### src/rtl/mpc_vsub_row1_stream.sv
// mpc_vsub_row1_stream
//   Consumes the row-1 constraint-vector ROM. Each run reads d[0..N-1] and pairs
//   each entry with one streamed product element g[i]. It emits r[i] = d[i] - g[i]
//   on a valid/ready stream, flags negative residuals, and pulses done on the
//   handshake of the last residual.
//
//   Build option: define VSUB_SAT_EN to saturate out-of-range differences.
//   When it is undefined, the difference wraps to DW bits.
//
// Ports
//   clk, reset          rising-edge clock, synchronous active-high reset
//   start               run request (ignored while busy)
//   busy, done          run in progress / one-cycle pulse on the last handshake
//   any_viol            sticky OR of residual sign bits for the current run
//   rom_address0/ce0    ROM read port; rom_q0 returns data one cycle after ce0
//   s_data/valid/ready  product element input stream
//   m_data/valid/ready  residual output stream
//   m_neg, m_last       residual sign and last-element flag, qualified by m_valid
module mpc_vsub_row1_stream #(
  parameter int unsigned N  = 6,
  parameter int unsigned DW = 18,
  parameter int unsigned AW = 3
) (
  input  logic          clk,
  input  logic          reset,
  input  logic          start,
  output logic          busy,
  output logic          done,
  output logic          any_viol,
  output logic [AW-1:0] rom_address0,
  output logic          rom_ce0,
  input  logic [DW-1:0] rom_q0,
  input  logic [DW-1:0] s_data,
  input  logic          s_valid,
  output logic          s_ready,
  output logic [DW-1:0] m_data,
  output logic          m_valid,
  input  logic          m_ready,
  output logic          m_neg,
  output logic          m_last
);

  // One extra index bit so that idx == N is representable even when N == 2**AW.
  localparam int unsigned IW = AW + 1;
  localparam logic [IW-1:0] NumEl   = IW'(N);
  localparam logic [IW-1:0] LastIdx = IW'(N - 1);

  typedef enum logic {StIdle, StRun} state_e;

  state_e          state_q, state_d;
  logic [IW-1:0]   idx_q, idx_d;
  logic [IW-1:0]   idx1_q, idx1_d;
  logic            p1_q, p1_d;
  logic [DW-1:0]   g1_q, g1_d;
  logic [DW-1:0]   data_q, data_d;
  logic            valid_q, valid_d;
  logic            neg_q, neg_d;
  logic            last_q, last_d;
  logic            viol_q, viol_d;

  logic            accept, load, out_hs;
  logic [DW:0]     diff;
  logic [DW-1:0]   res;

  // Sign-extended subtraction; the extra bit shows whether the result overflows.
  assign diff = {rom_q0[DW-1], rom_q0} - {g1_q[DW-1], g1_q};

  always_comb begin
`ifdef VSUB_SAT_EN
    if (diff[DW] != diff[DW-1]) begin
      res = diff[DW] ? {1'b1, {(DW-1){1'b0}}} : {1'b0, {(DW-1){1'b1}}};
    end else begin
      res = diff[DW-1:0];
    end
`else
    res = diff[DW-1:0];
`endif
  end

  always_comb begin
    busy         = (state_q == StRun);
    // Stage 1 must be empty or draining into the output register this cycle.
    s_ready      = busy && (idx_q < NumEl) && (!p1_q || !valid_q || m_ready);
    accept       = s_valid && s_ready;
    // Gating ce0 keeps rom_q0 steady while stage 1 is stalled.
    rom_ce0      = accept;
    rom_address0 = idx_q[AW-1:0];
    load         = p1_q && (!valid_q || m_ready);
    out_hs       = valid_q && m_ready;
    done         = busy && out_hs && last_q;
    m_data       = data_q;
    m_valid      = valid_q;
    m_neg        = neg_q;
    m_last       = last_q;
    any_viol     = viol_q;
  end

  always_comb begin
    state_d = state_q;
    idx_d   = idx_q;
    idx1_d  = idx1_q;
    p1_d    = p1_q;
    g1_d    = g1_q;
    data_d  = data_q;
    valid_d = valid_q;
    neg_d   = neg_q;
    last_d  = last_q;
    viol_d  = viol_q;

    unique case (state_q)
      StIdle: begin
        if (start) begin
          state_d = StRun;
          idx_d   = '0;
          viol_d  = 1'b0;
        end
      end
      StRun: begin
        if (done) state_d = StIdle;
      end
      default: state_d = StIdle;
    endcase

    if (accept) begin
      idx_d  = idx_q + 1'b1;
      idx1_d = idx_q;
      g1_d   = s_data;
      p1_d   = 1'b1;
    end else if (load) begin
      p1_d   = 1'b0;
    end

    if (load) begin
      data_d  = res;
      neg_d   = res[DW-1];
      last_d  = (idx1_q == LastIdx);
      valid_d = 1'b1;
      viol_d  = viol_q | res[DW-1];
    end else if (out_hs) begin
      valid_d = 1'b0;
    end
  end

  always_ff @(posedge clk) begin
    if (reset) begin
      state_q <= StIdle;
      idx_q   <= '0;
      idx1_q  <= '0;
      p1_q    <= 1'b0;
      g1_q    <= '0;
      data_q  <= '0;
      valid_q <= 1'b0;
      neg_q   <= 1'b0;
      last_q  <= 1'b0;
      viol_q  <= 1'b0;
    end else begin
      state_q <= state_d;
      idx_q   <= idx_d;
      idx1_q  <= idx1_d;
      p1_q    <= p1_d;
      g1_q    <= g1_d;
      data_q  <= data_d;
      valid_q <= valid_d;
      neg_q   <= neg_d;
      last_q  <= last_d;
      viol_q  <= viol_d;
    end
  end

endmodule

### config.mk
export PLATFORM = sky130hd
export DESIGN_NAME = mpc_vsub_row1_stream
export DESIGN_NICKNAME = d
export VERILOG_FILES = /design/src/rtl/mpc_vsub_row1_stream.sv
export SDC_FILE = /design/constraint.sdc
export NUM_CORES = 1
export LEC_CHECK = 0
export CORE_MARGIN = 2
export CORE_UTILIZATION = 49
export CTS_CLUSTER_DIAMETER = 40
export DETAILED_ROUTE_END_ITERATION = 8
export PLACE_DENSITY_LB_ADDON = 0.15
export SKIP_LAST_GASP = 1
export SYNTH_ARGS = -nofsm -noshare
export SYNTH_HDL_FRONTEND = slang
export SYNTH_SLANG_ARGS = --single-unit
### constraint.sdc
create_clock -name clk -period 2.55 [get_ports clk]
set_clock_uncertainty 0.1 [all_clocks]
set_input_delay 0.51 -clock clk [delete_from_list [all_inputs] [get_ports clk]]
set_output_delay 0.51 -clock clk [all_outputs]
set_load 0.1 [all_outputs]
==> impl.org, run 1 <==
** Placement
- Worst slack, placed :: -0.4025 ns
- Global placement routability congestion :: 0.9161
- In this run the tool buffered the top-level ports with 69 buffer cells.
- Post-DP HPWL :: 5273 µm

** Floorplan
- Once the floorplan was initialized, standard cells occupied 50.62% of the core.
- The die covers 0.006271 mm².
- 70 I/O pins were placed.
- Area of the core :: 0.005473 mm²
- Measured along the y axis, the die boundary spans 79.19 µm.
- Std cell rows :: 27
- Die boundary width :: 79.19 µm

** STA
- Final number of setup-violating endpoints :: 0
- Measured against its own limit, the worst slew margin works out to 63.98%.
- The number of pins exceeding their max-slew limit in the final report came to 0.
- Post-route setup TNS :: 0 ns
- Setup repair after global routing could not meet its margin everywhere.
- Of the available clock period, the critical path in the final layout requires 95.43%.
- Transition at the pin with the smallest max-transition slack :: 0.5396 ns
- Number of hold violations in the final report :: 0
- Achievable frequency :: 410.9 MHz
- Setup slack on the critical path of the routed design comes to 0.1166 ns.
- The worst path in the final design needs a cycle of 2.433 ns, including I/O delays and setup.

** Yosys
- Cell area after technology mapping :: 0.002770 mm²
- XOR/XNOR Fraction of Synth Area :: 2.846%
- Of the post-synthesis cell area, the dominant cell type holds 35.41%.
- By area, the combinational part of the netlist is dominated by simple AND/OR/NAND/NOR gates.
- Mean post-synth cell area :: 7.738 µm²
- For this run, the number of Yosys warnings is 0.
- After Yosys synthesis, and, or, nand and nor cells account for 25.20% of the synthesized area.
- Share of synthesized cell area in full adder, half adder and majority cells :: 8.853%
- The number of nets handed over by synthesis was 418.
- Top cells by area, synth :: sky130_fd_sc_hd__dfxtp_1 35%, sky130_fd_sc_hd__nand2_1 10%, sky130_fd_sc_hd__a21oi_1 8.5%
- Share of the yosys chip area belonging to registers :: 35.41%
- Share of flip-flops with an asynchronous set or reset :: 0%
- Yosys instantiated no cell more often than sky130_fd_sc_hd__nand2_1.
- Count of flip-flops with a built-in enable after synthesis :: 0
- The number of different library cells used by synthesis comes to 47.
- Dominant synthesized flop cell :: sky130_fd_sc_hd__dfxtp_1
- Post-synth top area cell :: sky130_fd_sc_hd__dfxtp_1
- Mux share of post-synthesis cell area :: 1.445%
- Most used standard cells in the synthesized netlist :: 74 x sky130_fd_sc_hd__nand2_1, 49 x sky130_fd_sc_hd__dfxtp_1, 47 x sky130_fd_sc_hd__a21oi_1
- Synthesized netlist cell count :: 358
- Synthesized-area fraction occupied by ao, oa, aoi and oai cells :: 19.69%
- Synthesis inferred 49 register bits.

** Critical path
- The critical path is of the in2reg type.
- Kind of end point of the critical path :: register
- On the worst path, the slowest cell contributes a delay of 0.42 ns.
- At the worst endpoint, the required time is 2.68 ns.
- Walking the worst path, the cells encountered are clkdlybuf4s50_1 -> buf_4 -> ha_1 -> nor2b_1 -> o2111ai_2 -> a21oi_2 -> o31ai_1 -> xor2_1 -> a211oi_1.
- Critical Path Fanout Max :: 3
- STA classifies the critical path startpoint as a primary input.
- Worst endpoint data arrival time :: 2.56 ns
- Slowest-stage cell, CP :: sky130_fd_sc_hd__clkdlybuf4s50_1

** Global routing
- The first global-routing pass estimated 11770 µm of wire.
- The via count of the first global-routing pass was 2658.
- Across every metal layer, demand over resource in global routing totals 23.37%.
- Number of antenna violations at the first check in global routing :: 0
- Summed over all layers, the global routing overflow is 0.
- Maximum number of pins on one net before global-route repair :: 26

** Clock network
- The later pin in the worst-skew pair is clocked with a latency of 0.31 ns.
- The H-tree generated during clock tree synthesis spans 2 levels.
- Clock transition time at the flip-flop clock pins of the worst setup and hold paths :: 0.10 ns
- TritonCTS built the clock tree.
- The number of clock buffers added by TritonCTS is 5.
- Number of clock sinks :: 49
- For this design, the CTS-stage hold fixing added 0 buffers.
- The clock passes through at most 2 buffers.
- The cell sitting at the root of the clock tree is a sky130_fd_sc_hd__clkbuf_8.

** Drt
- In the final routed layout, each cell accounts on average for 13.50 µm.
- Using the TritonRoute via totals, the vias-per-cell ratio works out to 5.290.
- Total via count in the routed design :: 2809
- First-pass iteration count of the detailed router :: 5
- Number of violations reported at the end of detailed-routing iteration 0 :: 127
- Total length of routed wires :: 7170 µm
- The count of nets left with antenna violations once routing finished came out at 0.
- DRC Markers :: 0

** Flow run
- Max-cap viol count :: 0

** Outcome
- The run finished with clean final reports.

** Final layout
- Relative area change from synthesis to final layout :: 42.23%
- Number of filler cells placed in the layout :: 471
- Layout cells sized above 1 :: 22.88%
- Footprint of the flip-flops and latches :: 988.4 µm²
- The multi-input combinational cells in the finished layout cover a total of 0.001700 mm².
- The number of antenna diodes in the final layout is 0.
- The net count of the finished layout is 518.

** Power
- For this design the static power due to leakage is 1.654 nW.
- VDD sags by at most 0.3559 mV.
- Dividing total power by cell area gives a power density of 486.0 mW/mm².

** Worst hold path
- The path class of the tightest hold or removal check is reg2reg.
cells by family after synthesis:
group	Yosys count
simple gates	148
compound gates	87
flops	49
buf+inv	42
fa+ha+maj	19
xor+xnor	9
mux	4
cell usage in the layout, fill, tap and decap left out, types with 5 or more instances in the layout:
master and instances:
sky130_fd_sc_hd__inv_1 21, sky130_fd_sc_hd__a21oi_1 44, sky130_fd_sc_hd__o21ai_0 6, sky130_fd_sc_hd__and3_1 6, sky130_fd_sc_hd__nand2_1 73, sky130_fd_sc_hd__nand2b_1 5, sky130_fd_sc_hd__nor2b_1 6, sky130_fd_sc_hd__a21o_1 9
sky130_fd_sc_hd__clkdlybuf4s50_1 39, sky130_fd_sc_hd__clkbuf_8 5, sky130_fd_sc_hd__xor2_1 7, sky130_fd_sc_hd__ha_1 15, sky130_fd_sc_hd__buf_4 70, sky130_fd_sc_hd__nor2_1 15, sky130_fd_sc_hd__dfxtp_1 47, sky130_fd_sc_hd__nor3_1 6
sky130_fd_sc_hd__nand3_1 13
report_power, final:
part,leakage [nW],switching (mW),internal [mW],total [mW]
clock,0.0481,0.292,0.196,0.487
combinational,1.21,0.354,0.265,0.618
sequential,0.399,0.0180,0.791,0.810
routing by layer:
metal	GRT usage [%]	vias up	routed length (µm)
li1	-	1434	-
met1	31.55	1294	3254
met2	39.32	77	3501
met3	3.977	4	376
met4	4.828	0	38
met5	0	-	0
critical path: cells and delay by family:
family,cells,cell delay [ns]
buf+inv,2,0.56
simple gates,1,0.15
compound gates,4,0.92
fa+ha+maj,1,0.28
xor+xnor,1,0.13
registers in the layout, summed over array words and instances (netlist names):
signal	count
m_last	1
m_valid	1
idx_q	4
p1_q	1
g1_q	18
any_viol	1
idx1_q	4
busy	1
m_data	18
worst paths after layout:
check / start / endpoint / slack [ns] / cells after the start
worst max-delay path: rom_q0[1] / m_data[11]$_SDFFE_PP0P_ / 0.12 / 9
worst min-delay path: idx1_q[2]$_SDFFE_PP0P_ / idx1_q[2]$_SDFFE_PP0P_ / 0.36 / 2
worst min register to register: idx1_q[2]$_SDFFE_PP0P_ / idx1_q[2]$_SDFFE_PP0P_ / 0.36 / 2
worst max register to register: g1_q[0]$_SDFFE_PP0P_ / m_data[12]$_SDFFE_PP0P_ / 0.30 / 9
layout make-up:
| cell class | instances | share of cell area (%) |
|---|---|---|
| Timing Repair Buffer | 113 | 24.99 |
| Multi-Input combinational cell | 267 | 43.16 |
| Inverter | 22 | 2.159 |
| Tap cell | 72 | 2.286 |
| Clock inverter | 3 | 0.5716 |
| Sequential cell | 49 | 25.09 |
| Clock buffer | 5 | 1.747 |
what timing repair did:
action	4_1_cts	5_1_grt
buffers inserted	3	0
resized for setup	5	8
pin swaps	5	4
endpoints found under the setup margin	3	6
through the flow:
| stage | instances | hold slack [ns] | power, mW | util, % | instance area, µm² |
|---|---|---|---|---|---|
| 2_1_floorplan | 358 | 0.3312 | 1.189 | - | 2814 |
| 3_3_place_gp | 520 | 0.3406 | 1.405 | 68.63 | 3756 |
| 3_5_place_dp | 520 | 0.3428 | 1.410 | 68.63 | 3756 |
| 4_1_cts | 531 | 0.3570 | 1.896 | 71.06 | 3889 |
| 5_1_grt | 531 | 0.3769 | 1.998 | 71.99 | 3940 |
| 6_report | 531 | 0.3564 | 1.915 | 71.99 | 3940 |
No activity file was read; power rests on OpenSTA's default activity.
==> inputs of run 2 (changes only) <==
--- a/config.mk
+++ b/config.mk
@@ -5,6 +5,7 @@
 export SDC_FILE = /design/constraint.sdc
 export NUM_CORES = 1
 export LEC_CHECK = 0
+export CAP_MARGIN = 20
 export CORE_MARGIN = 2
 export CORE_UTILIZATION = 49
 export CTS_CLUSTER_DIAMETER = 40
==> results of run 2 <==
The final DEF is identical to that of run 1; final timing and power are the same.
